`src/rtl/mc_control_unit.sv`:
```
// ============================================================================
//  Module   : mc_control_unit
//  Brief    : Multicycle MIPS control unit. A Moore FSM that steps each
//             instruction through fetch, decode, execute, memory and
//             write-back, and drives every datapath select and enable.
//  Revision : 1.0  initial release
// ============================================================================
`default_nettype none

module mc_control_unit (
   input  logic       clk,
   input  logic       rst,
   input  logic [5:0] opcode,
   input  logic [5:0] funct,
   input  logic       zero,
   output logic       PCWrite,
   output logic       IorD,
   output logic       MemRead,
   output logic       MemWrite,
   output logic       IRWrite,
   output logic       RegDst,
   output logic       MemtoReg,
   output logic       RegWrite,
   output logic       ALUSrcA,
   output logic [1:0] ALUSrcB,
   output logic [2:0] ALUCtrl,
   output logic [1:0] PCSource,
   output logic       ExtCtrl,
   output logic       Halted,
   output logic [3:0] State
);

   typedef enum logic [3:0] {
      S_IF   = 4'd0,
      S_ID   = 4'd1,
      S_MADR = 4'd2,
      S_MRD  = 4'd3,
      S_MWB  = 4'd4,
      S_MWR  = 4'd5,
      S_REX  = 4'd6,
      S_RWB  = 4'd7,
      S_BR   = 4'd8,
      S_JMP  = 4'd9,
      S_IEX  = 4'd10,
      S_IWB  = 4'd11,
      S_HALT = 4'd12
   } state_t;

   localparam logic [5:0] OP_RTYPE = 6'b000000;
   localparam logic [5:0] OP_ADDI  = 6'b001000;
   localparam logic [5:0] OP_SLTI  = 6'b001010;
   localparam logic [5:0] OP_ANDI  = 6'b001100;
   localparam logic [5:0] OP_ORI   = 6'b001101;
   localparam logic [5:0] OP_LW    = 6'b100011;
   localparam logic [5:0] OP_SW    = 6'b101011;
   localparam logic [5:0] OP_BEQ   = 6'b000100;
   localparam logic [5:0] OP_BNE   = 6'b000101;
   localparam logic [5:0] OP_J     = 6'b000010;
   localparam logic [5:0] OP_HALT  = 6'b111111;

   localparam logic [2:0] ALU_AND = 3'b000;
   localparam logic [2:0] ALU_OR  = 3'b001;
   localparam logic [2:0] ALU_ADD = 3'b010;
   localparam logic [2:0] ALU_SUB = 3'b110;
   localparam logic [2:0] ALU_SLT = 3'b111;

   state_t state_q;
   state_t state_d;

   // Raw (pre-reset-gating) versions of the enables that reset must mask.
   logic pc_write_raw;
   logic mem_read_raw;
   logic mem_write_raw;
   logic ir_write_raw;
   logic reg_write_raw;

   // State register; reset always lands in fetch.
   always_ff @(posedge clk) begin
      if (rst) state_q <= S_IF;
      else     state_q <= state_d;
   end

   // Next-state logic and Moore outputs (plus the listed opcode/funct/zero terms).
   always_comb begin
      state_d       = S_IF;
      pc_write_raw  = 1'b0;
      mem_read_raw  = 1'b0;
      mem_write_raw = 1'b0;
      ir_write_raw  = 1'b0;
      reg_write_raw = 1'b0;
      IorD          = 1'b0;
      RegDst        = 1'b0;
      MemtoReg      = 1'b0;
      ALUSrcA       = 1'b0;
      ALUSrcB       = 2'b00;
      ALUCtrl       = 3'b000;
      PCSource      = 2'b00;
      Halted        = 1'b0;
      case (state_q)
         S_IF: begin
            state_d      = S_ID;
            mem_read_raw = 1'b1;
            ir_write_raw = 1'b1;
            pc_write_raw = 1'b1;
            ALUSrcB      = 2'b01;
            ALUCtrl      = ALU_ADD;
         end
         S_ID: begin
            // Branch target is precomputed into ALUOut here.
            ALUSrcB = 2'b11;
            ALUCtrl = ALU_ADD;
            case (opcode)
               OP_LW, OP_SW:                      state_d = S_MADR;
               OP_RTYPE:                          state_d = S_REX;
               OP_ADDI, OP_SLTI, OP_ANDI, OP_ORI: state_d = S_IEX;
               OP_BEQ, OP_BNE:                    state_d = S_BR;
               OP_J:                              state_d = S_JMP;
               OP_HALT:                           state_d = S_HALT;
               default:                           state_d = S_IF;
            endcase
         end
         S_MADR: begin
            state_d = (opcode == OP_SW) ? S_MWR : S_MRD;
            ALUSrcA = 1'b1;
            ALUSrcB = 2'b10;
            ALUCtrl = ALU_ADD;
         end
         S_MRD: begin
            state_d      = S_MWB;
            mem_read_raw = 1'b1;
            IorD         = 1'b1;
         end
         S_MWB: begin
            reg_write_raw = 1'b1;
            MemtoReg      = 1'b1;
         end
         S_MWR: begin
            mem_write_raw = 1'b1;
            IorD          = 1'b1;
         end
         S_REX: begin
            state_d = S_RWB;
            ALUSrcA = 1'b1;
            case (funct)
               6'b100010: ALUCtrl = ALU_SUB;
               6'b100100: ALUCtrl = ALU_AND;
               6'b100101: ALUCtrl = ALU_OR;
               6'b101010: ALUCtrl = ALU_SLT;
               default:   ALUCtrl = ALU_ADD;
            endcase
         end
         S_RWB: begin
            reg_write_raw = 1'b1;
            RegDst        = 1'b1;
         end
         S_BR: begin
            ALUSrcA      = 1'b1;
            ALUCtrl      = ALU_SUB;
            PCSource     = 2'b01;
            pc_write_raw = (opcode == OP_BNE) ? ~zero : zero;
         end
         S_JMP: begin
            pc_write_raw = 1'b1;
            PCSource     = 2'b10;
         end
         S_IEX: begin
            state_d = S_IWB;
            ALUSrcA = 1'b1;
            ALUSrcB = 2'b10;
            case (opcode)
               OP_SLTI: ALUCtrl = ALU_SLT;
               OP_ANDI: ALUCtrl = ALU_AND;
               OP_ORI:  ALUCtrl = ALU_OR;
               default: ALUCtrl = ALU_ADD;
            endcase
         end
         S_IWB: begin
            reg_write_raw = 1'b1;
         end
         S_HALT: begin
            state_d = S_HALT;
            Halted  = 1'b1;
         end
         default: state_d = S_IF;
      endcase
   end

   // Reset masks every enable combinationally so nothing fires during reset.
   always_comb begin
      PCWrite  = pc_write_raw  & ~rst;
      MemRead  = mem_read_raw  & ~rst;
      MemWrite = mem_write_raw & ~rst;
      IRWrite  = ir_write_raw  & ~rst;
      RegWrite = reg_write_raw & ~rst;
   end

   // Extender mode: zero-extend only for the logical immediates.
   always_comb begin
      ExtCtrl = ~((opcode == OP_ANDI) || (opcode == OP_ORI));
   end

   assign State = state_q;

endmodule

`default_nettype wire

```
`config.mk`:
```
export PLATFORM = sky130hd
export DESIGN_NAME = mc_control_unit
export DESIGN_NICKNAME = d
export VERILOG_FILES = /design/src/rtl/mc_control_unit.sv
export SDC_FILE = /design/constraint.sdc
export NUM_CORES = 1
export LEC_CHECK = 0
export CORE_ASPECT_RATIO = 0.9
export CORE_MARGIN = 3
export CORE_UTILIZATION = 35
export DETAILED_ROUTE_END_ITERATION = 6
export PLACE_DENSITY = 0.76
export SYNTH_ARGS = -nofsm -noshare
export SYNTH_HDL_FRONTEND = slang
export SYNTH_SLANG_ARGS = --single-unit
```
`constraint.sdc`:
```
create_clock -name clk -period 1.9 [get_ports clk]
set_clock_uncertainty 0.05 [all_clocks]
set_input_delay 0.475 -clock clk [delete_from_list [all_inputs] [get_ports clk]]
set_output_delay 0.475 -clock clk [all_outputs]
set_load 0.1 [all_outputs]
```
==> impl_metrics.ini, run 1 <==
[run_status]
status = did not finish
stop_stage = 3_5_place_dp
error_line = [ERROR DPL-0033] detailed placement checks failed during check placement.

[logic_synthesis]
synth_flop_cell = dfxtp_1
synth_fp_nets = 123
synth-async-reset-ratio_pct = 0
synthCells = 108
yosysSeqAreaShare_pct = 11.5
mappedNetlistArea_um2 = 697
synth_cell_type_count = 39
ys_warn_count = 0
ys_ff_latch = 4
avgSynthCellArea_um2 = 6.45
synth_edf_count = 0

[floorplanning]
die_w_um = 53.0
start_util_pct = 39.4
die_y_um = 48.3
rows = 14
pin_count = 37

[placement]
io_buffers = 36
place_congestion = 0.938
hpwl_um = 3560
## Yosys cell counts (all sizes together) (3+ instances only)
master / count / share of area, %
nor2: 13 / 7.0
nor3: 13 / 11
a21oi: 11 / 7.9
buf: 7 / 6.8
nand2b: 6 / 5.4
nand3: 6 / 4.3
nand2: 5 / 2.7
dfxtp: 4 / 11
inv: 4 / 2.2
nor2b: 4 / 3.6
o21ai: 4 / 2.9
nand4: 3 / 2.7
## stage by stage
step | TNS [ns] | hold slack (ns) | instance area, um2 | setup WS (ns) | std cells
floorplan | -5.61 | 0.602 | 1070 | -0.467 | 108
global placement | -3.74 | 0.640 | 1730 | -0.671 | 180
## logic make-up after synthesis
| kind of cell | share of synthesized area (%) |
|---|---|
| adder cells (fa/ha/maj) | 1.44 |
| flip-flops | 11.5 |
| buffers and inverters | 10.2 |
| AO/OA/AOI/OAI | 24.6 |
| XOR/XNOR | 2.51 |
| AND/OR/NAND/NOR | 48.3 |
| multiplexers | 1.44 |
==> inputs of run 2 (changes only) <==
==> config.mk (replaced) <==
export PLATFORM = sky130hd
export DESIGN_NAME = mc_control_unit
export DESIGN_NICKNAME = d
export VERILOG_FILES = /design/src/rtl/mc_control_unit.sv
export SDC_FILE = /design/constraint.sdc
export NUM_CORES = 1
export LEC_CHECK = 0
export CORE_AREA = 3 3 64 66
export DETAILED_ROUTE_END_ITERATION = 6
export DIE_AREA = 0 0 67 69
export PLACE_DENSITY_LB_ADDON = 0.15
export SYNTH_ARGS = -nofsm -noshare
export SYNTH_HDL_FRONTEND = slang
export SYNTH_SLANG_ARGS = --single-unit
==> constraint.sdc (replaced) <==
create_clock -name clk -period 2.45 [get_ports clk]
set_clock_uncertainty 0.05 [all_clocks]
set_input_delay 0.6125 -clock clk [delete_from_list [all_inputs] [get_ports clk]]
set_output_delay 0.6125 -clock clk [all_outputs]
set_load 0.1 [all_outputs]
==> run 2 against run 1 <==
Compared with the run above: the flow now finishes, with violations (setup timing); synthesized cell count unchanged; area after synthesis stayed put.
==> impl_metrics.ini, run 2 <==
[run_status]
status = finished, violations left
failed_checks = setup timing

[worst_setup_path]
critPathSlowestCell = or3b_4
cp-start-kind = input pin
reg2reg_to = State[2]
crit_family = simple AND/OR/NAND/NOR gates
critical_path_cell_count = 6
endpoint = PCWrite
crit_path_max_fanout = 3
rr_worst_depth = 4
rrSetupSlack_ns = 0.68
crit_chain = buf_8 -> nor3_4 -> or3b_4 -> xor2_2 -> a21oi_4 -> buf_12
reg2reg_from = State[0]
critical_path.endpoint_type = primary output
crit_start = opcode[1]
slowest_delay_ns = 0.41
required_ns = 1.79
cp.buffers_inverters = 2
path_class = input pin to primary output
crit_arrival_ns = 1.80

[clock_network]
clock_sinks = 4
h-tree-depth = 1
path_clk_slew_ns = 0.03
hold_buffers = 0
numCtsBuffers = 3
clk_latency_ns = 0.22
tritoncts = built
cts_root_buf = clkbuf_8
clockBufferDepth = 2

[sta]
setup_violations = 1
rsz0062_at_grt = true
fin_ws_ns = -0.00898
setup-tns-final_ns = -0.00898
drv_slew = 0
fin_crit_ns = 2.46
fmax_mhz = 407
period_share_pct = 100
worstMarginPinSlew_ns = 0.538
hold_violations = 0
slew_headroom_pct = 63.8

[placement]
hpwl_um = 2230
io_buffers = 36
place_congestion = 0.814
dp_cells = 202

[cells_and_area]
seqCellArea_um2 = 95.1
finish.utilization_pct = 47.8
nets = 177
multi_input_area_um2 = 825
fin_cells = 208
drive_above_1_share_pct = 57.5
diodes = 0
largest_reg_flops = 4
fillers = 371
area_growth_pct = 149
layout_commonest_cell = buf_4
layout_common_cells = buf_4 (23), buf_12 (18), nor3_4 (10), nor2_1 (10), dlygate4sd2_1 (8)

[floorplanning]
die-area_um2 = 4620
pin_count = 37
coreArea_um2 = 3630
die_y_um = 69
rows = 22
die_w_um = 67
start_util_pct = 19.2

[logic_synthesis]
synth_fp_nets = 123
ys_ff_latch = 4
mappedNetlistArea_um2 = 697
synth_common_cells = nor2_1 (13), nor3_1 (12), a21oi_1 (11)
avgSynthCellArea_um2 = 6.45
synth_cell_type_count = 39
synth.area.top_cells = dfxtp_1 (11%), nor3_1 (8.6%), a21oi_1 (7.9%)
synth-async-reset-ratio_pct = 0
synth_edf_count = 0
post-synth-top-count-cell = nor2_1
synth.top_cell.area_share_pct = 11.5
yosysSeqAreaShare_pct = 11.5
ys_warn_count = 0
synth_flop_cell = dfxtp_1
synthCells = 108
post-synth-top-area-cell = dfxtp_1

[pwr]
p_per_area_nw_per_um2 = 291
ir_worst_vdd_v = 0.000180
p_leak_uw = 0.000648
power.total_uw = 506

[detailed_routing]
drc = 0
drt_iter0_drc = 21
ant_nets = 0
wirelength_um = 2900
wl_per_cell_um = 13.9
routed-via-count = 992
vias_per_cell = 4.77
dr.pass1.iters = 4

[global_route]
gr-total-overflow = 0
track_usage_pct = 13.0
grt_pass1_wl_um = 4860
grt_pass1_vias = 1038
antenna_found_initial = 0
grt_max_degree = 20

[job]
maxCapViolCount = 0

[min_path]
hold_path_class = flip-flop to flip-flop
run 2: cell counts after synthesis:
No cell type changed its count.
run 2: how the worst min path moves through the flow:
stage / start / to / cells after the start
detailed placement: State[0] / State[0] / 2
global route: State[0] / State[0] / 2
CTS: State[0] / State[0] / 2
finish: State[0] / State[0] / 2
global placement: State[0] / State[0] / 2
floorplan: opcode[4] / State[1] / 3
run 2: routing by layer:
layer,share of wire (%),up-vias,track usage (%),routed length [um]
li1,-,498,-,-
met1,41,462,15.9,1190
met2,54,29,23.6,1560
met3,4.4,3,1.47,126
met4,0.73,0,2.70,21
met5,0,-,0,0
run 2: kinds of logic (layout without fill, tap and decap cells):
family                   Yosys count  count (layout)  share of synthesized area (%)
flip-flops                         4               4                           11.5
multiplexers                       1               1                           1.44
AO/OA/AOI/OAI                     27              27                           24.6
XOR/XNOR                           2               2                           2.51
buffers and inverters             13              65                           10.2
adder cells (fa/ha/maj)            1               1                           1.44
AND/OR/NAND/NOR                   60              60                           48.3
run 2: metrics by stage:
stage	hold WS, ns	cell area, um2	worst slack [ns]
CTS	0.707	1720	-0.0320
global placement	0.687	1620	-0.356
finish	0.705	1740	-0.00898
global route	0.757	1740	-0.0529
detailed placement	0.703	1620	-0.394
floorplan	0.761	990	-0.191
run 2: tightest hold or removal path, cell delays in order, from the launching register on:
cell	delay [ns]
dfxtp_4	0.50
o21a_1	0.17
nor2_1	0.04
run 2: area by class of cell:
class	instances	share of cell area, %
clock buffer	3	2.38
multi-input combinational	91	47.5
timing repair buffer	58	40.3
inverter	4	0.865
sequential	4	5.48
tap	48	3.46
run 2: power by group:
group	switching, uW	total, uW	leakage, uW	internal [uW]
Clock	35.9	141	0.0000216	105
Combinational	168	280	0.000591	112
Sequential	19.2	85.1	0.0000355	65.9
run 2: timing repair:
action                                  in CTS  in global routing
setup buffers                                1                  2
gates cloned                                 0                  0
pin swaps                                   12                  8
resized for setup                           46                  5
endpoints found under the setup margin       7                  3
Note: power is estimated with default switching activity, not from simulation.
